===== src/rtl/id_exe_register.sv =====
// rtl/id_exe_register.sv - ID/EXE pipeline register with condition annul, freeze, flush and debug counters
// Side-effect controls are gated by valid_in & cond_pass so an annulled instruction moves on as a valid NOP.
module id_exe_register #(
  parameter int CNT_W = 16
) (
  input  logic             clk,
  input  logic             rst,
  input  logic             freeze,
  input  logic             flush,
  input  logic             valid_in,
  input  logic             cond_pass,
  input  logic [31:0]      pc_in,
  input  logic [31:0]      val_rn_in,
  input  logic [31:0]      val_rm_in,
  input  logic [3:0]       exe_cmd_in,
  input  logic             wb_en_in,
  input  logic             mem_r_en_in,
  input  logic             mem_w_en_in,
  input  logic             s_in,
  input  logic             b_in,
  input  logic             imm_in,
  input  logic [11:0]      shift_operand_in,
  input  logic [23:0]      signed_imm24_in,
  input  logic [3:0]       dest_in,
  input  logic [3:0]       src1_in,
  input  logic [3:0]       src2_in,
  input  logic [3:0]       status_in,
  output logic             valid_out,
  output logic [31:0]      pc_out,
  output logic [31:0]      val_rn_out,
  output logic [31:0]      val_rm_out,
  output logic [3:0]       exe_cmd_out,
  output logic             wb_en_out,
  output logic             mem_r_en_out,
  output logic             mem_w_en_out,
  output logic             s_out,
  output logic             b_out,
  output logic             imm_out,
  output logic [11:0]      shift_operand_out,
  output logic [23:0]      signed_imm24_out,
  output logic [3:0]       dest_out,
  output logic [3:0]       src1_out,
  output logic [3:0]       src2_out,
  output logic             carry_out,
  output logic [CNT_W-1:0] annul_cnt,
  output logic [CNT_W-1:0] flush_cnt
);

  typedef struct packed {
    logic        valid;
    logic [31:0] pc;
    logic [31:0] val_rn;
    logic [31:0] val_rm;
    logic [3:0]  exe_cmd;
    logic        wb_en;
    logic        mem_r_en;
    logic        mem_w_en;
    logic        s;
    logic        b;
    logic        imm;
    logic [11:0] shift_operand;
    logic [23:0] signed_imm24;
    logic [3:0]  dest;
    logic [3:0]  src1;
    logic [3:0]  src2;
    logic        carry;
  } stage_t;

  localparam logic [CNT_W-1:0] CNT_ONE = {{(CNT_W-1){1'b0}}, 1'b1};

  stage_t           stage_q, stage_d;
  logic [CNT_W-1:0] annul_cnt_q, annul_cnt_d;
  logic [CNT_W-1:0] flush_cnt_q, flush_cnt_d;
  logic             exec_ok;

  assign exec_ok = valid_in & cond_pass;

  always_comb begin
    stage_d     = stage_q;
    annul_cnt_d = annul_cnt_q;
    flush_cnt_d = flush_cnt_q;
    if (flush) begin
      stage_d = '0;
      if (valid_in && (flush_cnt_q != '1)) flush_cnt_d = flush_cnt_q + CNT_ONE;
    end else if (!freeze) begin
      stage_d.valid         = valid_in;
      stage_d.pc            = pc_in;
      stage_d.val_rn        = val_rn_in;
      stage_d.val_rm        = val_rm_in;
      stage_d.exe_cmd       = exe_cmd_in;
      stage_d.wb_en         = wb_en_in & exec_ok;
      stage_d.mem_r_en      = mem_r_en_in & exec_ok;
      stage_d.mem_w_en      = mem_w_en_in & exec_ok;
      stage_d.s             = s_in & exec_ok;
      stage_d.b             = b_in & exec_ok;
      stage_d.imm           = imm_in;
      stage_d.shift_operand = shift_operand_in;
      stage_d.signed_imm24  = signed_imm24_in;
      stage_d.dest          = dest_in;
      stage_d.src1          = src1_in;
      stage_d.src2          = src2_in;
      stage_d.carry         = status_in[1];
      if (valid_in && !cond_pass && (annul_cnt_q != '1)) annul_cnt_d = annul_cnt_q + CNT_ONE;
    end
  end

  always_ff @(posedge clk or negedge rst) begin
    if (!rst) begin
      stage_q     <= '0;
      annul_cnt_q <= '0;
      flush_cnt_q <= '0;
    end else begin
      stage_q     <= stage_d;
      annul_cnt_q <= annul_cnt_d;
      flush_cnt_q <= flush_cnt_d;
    end
  end

  assign valid_out         = stage_q.valid;
  assign pc_out            = stage_q.pc;
  assign val_rn_out        = stage_q.val_rn;
  assign val_rm_out        = stage_q.val_rm;
  assign exe_cmd_out       = stage_q.exe_cmd;
  assign wb_en_out         = stage_q.wb_en;
  assign mem_r_en_out      = stage_q.mem_r_en;
  assign mem_w_en_out      = stage_q.mem_w_en;
  assign s_out             = stage_q.s;
  assign b_out             = stage_q.b;
  assign imm_out           = stage_q.imm;
  assign shift_operand_out = stage_q.shift_operand;
  assign signed_imm24_out  = stage_q.signed_imm24;
  assign dest_out          = stage_q.dest;
  assign src1_out          = stage_q.src1;
  assign src2_out          = stage_q.src2;
  assign carry_out         = stage_q.carry;
  assign annul_cnt         = annul_cnt_q;
  assign flush_cnt         = flush_cnt_q;

endmodule


===== config.mk =====
export PLATFORM = sky130hd
export DESIGN_NAME = id_exe_register
export DESIGN_NICKNAME = d
export VERILOG_FILES = /design/src/rtl/id_exe_register.sv
export SDC_FILE = /design/constraint.sdc
export NUM_CORES = 1
export LEC_CHECK = 0
export BUFFER_PORTS_ARGS = -buffer_cell sky130_fd_sc_hd__buf_2
export CORE_MARGIN = 8
export CORE_UTILIZATION = 47
export CTS_CLUSTER_DIAMETER = 150
export DETAILED_ROUTE_END_ITERATION = 16
export HOLD_SLACK_MARGIN = 0.15
export PLACE_DENSITY = 0.87
export SLEW_MARGIN = 40
export SYNTH_ARGS = -nofsm -noshare
export SYNTH_HDL_FRONTEND = slang
export SYNTH_SLANG_ARGS = --single-unit

===== constraint.sdc =====
create_clock -name clk -period 2.28 [get_ports clk]
set_clock_uncertainty 0.15 [all_clocks]
set_input_delay 0.228 -clock clk [delete_from_list [all_inputs] [get_ports clk]]
set_output_delay 0.228 -clock clk [all_outputs]
set_load 0.03 [all_outputs]

; ---- Yosys cells after proc, flatten, opt, wreduce, memory -nomap -nowiden
; Cells that the tools add are included.
[word_totals]
n_memories = 0
output_inout_bits = 188
latch_bits = 0
inputBits = 164
register_bits = 188
romBits = 0
elab_cells = 40
ramBits = 0
[op_classes]
magnitude_cmp = 0
eq_ne = 3
n_mul = 0
bitwise = 8
shifts = 0
add_sub_neg = 2
reduce_logical = 6
div_mod_pow = 0
n_mux = 2
[op_table]
columns = op, count
row1 = $mux 156, 2
row2 = $add 16x1->16 const B, 2
row3 = $ne 16x16->1 const B, 2
row4 = $and 1x1->1, 6
row5 = $logic_and 1x1->1, 3
row6 = $reduce_and 3->1, 1
row7 = $ne 2x1->1 const B, 1
row8 = $not 1->1, 2
row9 = $reduce_and 2->1, 1
row10 = $logic_not 1->1, 1

; ---- Logic depth before layout (Yosys ltp)
[logic_depth]
ltp_word = 4
ltp_mapped = 6
ltp_nobuf = 5

; ---- Least setup slack after synthesis
; OpenSTA, ideal clock, no wires.
[synth_timing]
path_kind = register -> register
from = register annul_cnt_q[5] (netlist: annul_cnt[5])
to = register annul_cnt_q[1] (netlist: annul_cnt[1])
required_ps = 2002
path_slack_ps = 119
stages_incl_launch_ff = 5
setup_time_ps = 128
t_arrival_ps = 1883
cell_sequence = dfrtp_1 nand4_1 nor4_2 nor2_1 mux2_1
[synth_via]
elab_chain_cells = 3
[synth_rtl]
columns = item, line
row1 = from (decl), 72  ; logic [CNT_W-1:0] annul_cnt_q, annul_cnt_d;
row2 = from (signal assigned), 114  ; annul_cnt_q <= annul_cnt_d;
row3 = $ne 16x16->1, 103  ; if (valid_in && !cond_pass && (annul_cnt_q != '1)) annul_cnt_d = annul_cnt_q + CNT_ONE;
row4 = $logic_and 1x1->1, 103
row5 = $reduce_and 3->1 (no source line), n/a
; No other way between the ends.
; A chain may end at the register's enable or synchronous reset.

; ---- Worst setup path in the final report
[layout_timing]
from = input port valid_in
to = register annul_cnt_q[9] (netlist: annul_cnt[9])
[layout_via]
elab_chain_cells = 3
[layout_rtl]
columns = item, line
row1 = from (decl), 10  ; input logic valid_in,
row2 = $logic_and 1x1->1 (2 in series), 103
row3 = $reduce_and 3->1 (no source line), n/a
; No other way between the ends.

==> out/metrics.yaml <==
grt_remaining_overflow: 0
hold_viol: 0
hold_slack_ns: 0.198
power_density_nw_per_um2: 717
cts_htree_levels: 4
postSynthCellCount: 655
wirelength_um: 28600
grt_pass1_wl_um: 43200
min_period_ns: 2.24
die-width_um: 145
synth.area.top_cells: "dfrtp_1 60%, mux2i_1 20%, nor2_1 7.8%, xor2_1 3.0%, clkbuf_1 1.1%"
antenna_found_initial: 2
worstPathArrival_ns: 2.43
p_leak_nw: 6.63
yosysWarningCount: 0
max_freq_ghz: 0.446
drive_above_1_share_pct: 34.1
slew_headroom_pct: 46.3
ys_ff_latch: 188
hold_path_class: "input port to async pin"
power_mw: 8.61
worstSetupEndpointType: "flip-flop"
grt_max_degree: 107
rsz0062_at_grt: "yes"
syn_nets: 821
final_nets: 1317
critPathKind: "input port to flip-flop"
layout_commonest_cell: "buf_2"
maxCapViolations: 0
clk_latency_ns: 0.43
fin_cells: 1387
fp.dieH_um: 145
area_growth_pct: 54.1
core_area_um2: 16400
finalMaxSlewViolations: 0
max_stage_delay_ns: 0.53
dr.pass1.iters: 7
cts.sinks: 188
ys_seq_area_share_pct: 60.4
crit_chain: "dlygate4sd3_1 > buf_2 > or4b_1 > or3_4 > a2111oi_4 > xor2_1"
slowest_stage: "dlygate4sd3_1"
start_util_pct: 47.5
root_buffer: "clkbuf_16"
port_buffers: 348
num_rows: 47
reg2reg_slack_ns: 0.18
grt_util_all_layers_pct: 27.2
critical_path.top_delay_family: "simple AND/OR/NAND/NOR gates"
placedCellCount: 1195
path_clk_slew_ns: 0.07
clk_path_buf_depth: 2
tightest_slew_ns: 0.805
gp_congestion: 0.830
ant_nets: 0
crit_path_start_kind: "input port"
ir_worst_vdd_mv: 0.477
dpl.hpwl_um: 16400
mappedNetlistArea_um2: 7790
drc_errors: 0
crit_buf_inv: 2
yosys.area.top_type: "dfrtp_1"
worstPathMaxFanout: 6
avgViaCountPerCell: 5.26
final_cell_mix: "345 x buf_2, 188 x dfrtp_1, 161 x nor2_1"
status: "complete, no violations"
synth_top_cell_area_share_pct: 60.4
yosysUniqueCellTypes: 28
route.vias.total: 7293
grt_pass1_vias: 7946
ioPinCount: 352
finalSetupViolCount: 0
syn_avg_cell_area_um2: 11.9
drt_iter0_markers: 387
dieArea_um2: 21000
cts_made_buffers: 17
required_ns: 2.47
finalCritPeriodShare_pct: 98.4
wire_per_inst_um: 20.6
cts_tree: "done"
==> sequential cells by signal, indices dropped and copies added, names as in the netlist, 12 cells and up <==
signal,flops
val_rn_out,32
flush_cnt,16
val_rm_out,32
signed_imm24_out,24
pc_out,32
shift_operand_out,12
annul_cnt,16
==> Yosys cell counts <==
cell type	count
nor4_1	3
inv_1	3
xnor2_1	2
or3_1	1
a21oi_1	11
nor4b_1	2
or3_4	1
clkbuf_1	23
nor3b_1	7
buf_1	16
mux2_1	2
or2_0	1
nand2_1	12
nor2_1	161
a211oi_1	6
nor3_1	6
dfrtp_1	188
buf_2	1
and3_1	3
nand4_1	9
nand3_1	8
nor4_2	1
a2111oi_2	3
or4b_1	1
xor2_1	27
mux2i_1	152
ha_1	2
and4_1	3
==> metal layers <==
metal | global-route usage (%) | share of wire [%] | wire, µm | vias up
li1 | - | - | - | 3229
met1 | 28.6 | 35 | 10000 | 3538
met2 | 46.9 | 51 | 14500 | 424
met3 | 8.60 | 9.3 | 2650 | 102
met4 | 16.0 | 5.0 | 1430 | 0
met5 | 0 | 0 | 0 | -
==> final timing paths <==
path,from,endpoint,depth (start not counted)
max,valid_in,annul_cnt[9]$_DFFE_PN0P_,6
min,rst,signed_imm24_out[21]$_DFFE_PN0P_,2
max reg2reg,annul_cnt[5]$_DFFE_PN0P_,annul_cnt[1]$_DFFE_PN0P_,4
min reg2reg,flush_cnt[15]$_DFFE_PN0P_,flush_cnt[15]$_DFFE_PN0P_,1
max in group asynchronous,rst,signed_imm24_out[5]$_DFFE_PN0P_,3
min in group clk,cond_pass,mem_r_en_out$_DFFE_PN0P_,5
==> timing repair <==
item | CTS | global route
hold buffers | 157 | 0
endpoints found under the setup margin | 0 | 4
endpoints found under the hold margin | 346 | 0
buffers inserted | 0 | 0
resized for setup | 0 | 2
==> per-stage QoR <==
stage	worst slack (ns)	utilization [%]	area [µm²]	TNS (ns)
floorplan	0.119	-	7790	0
global placement	0.113	59.7	9790	0
detailed placement	0.106	59.9	9830	0
CTS	0.0140	73.0	12000	0
global route	-0.0158	73.2	12000	-0.0302
finish	0.0366	73.2	12000	0
==> cell families (layout without fill, tap and decap cells) <==
kind of cell | Yosys count | in the layout | share of synthesized area [%]
AO/OA/AOI/OAI | 20 | 20 | 1.86
XOR/XNOR | 29 | 29 | 3.26
adder cells (fa/ha/maj) | 2 | 2 | 0.321
buffers and inverters | 43 | 552 | 2.09
flip-flops | 188 | 188 | 60.4
multiplexers | 154 | 154 | 19.8
other | 0 | 3 | 0
AND/OR/NAND/NOR | 219 | 219 | 12.3
==> where the power goes <==
part	total, mW	internal (mW)	switching, mW
logic	1.88	0.713	1.17
clock network	2.91	1.51	1.40
registers	3.81	3.58	0.230
total	8.61	5.80	2.80
==> cell type report <==
cell class,count,area (µm²)
Clock inverter,13,124
Tap cell,220,275
Antenna cell,3,7.51
Fill cell,977,4400
Sequential cell,188,4700
Clock buffer,19,453
Inverter,3,11.3
Timing Repair Buffer,517,3480
Multi-Input combinational cell,424,2950
(Power assumes the default switching activity.)
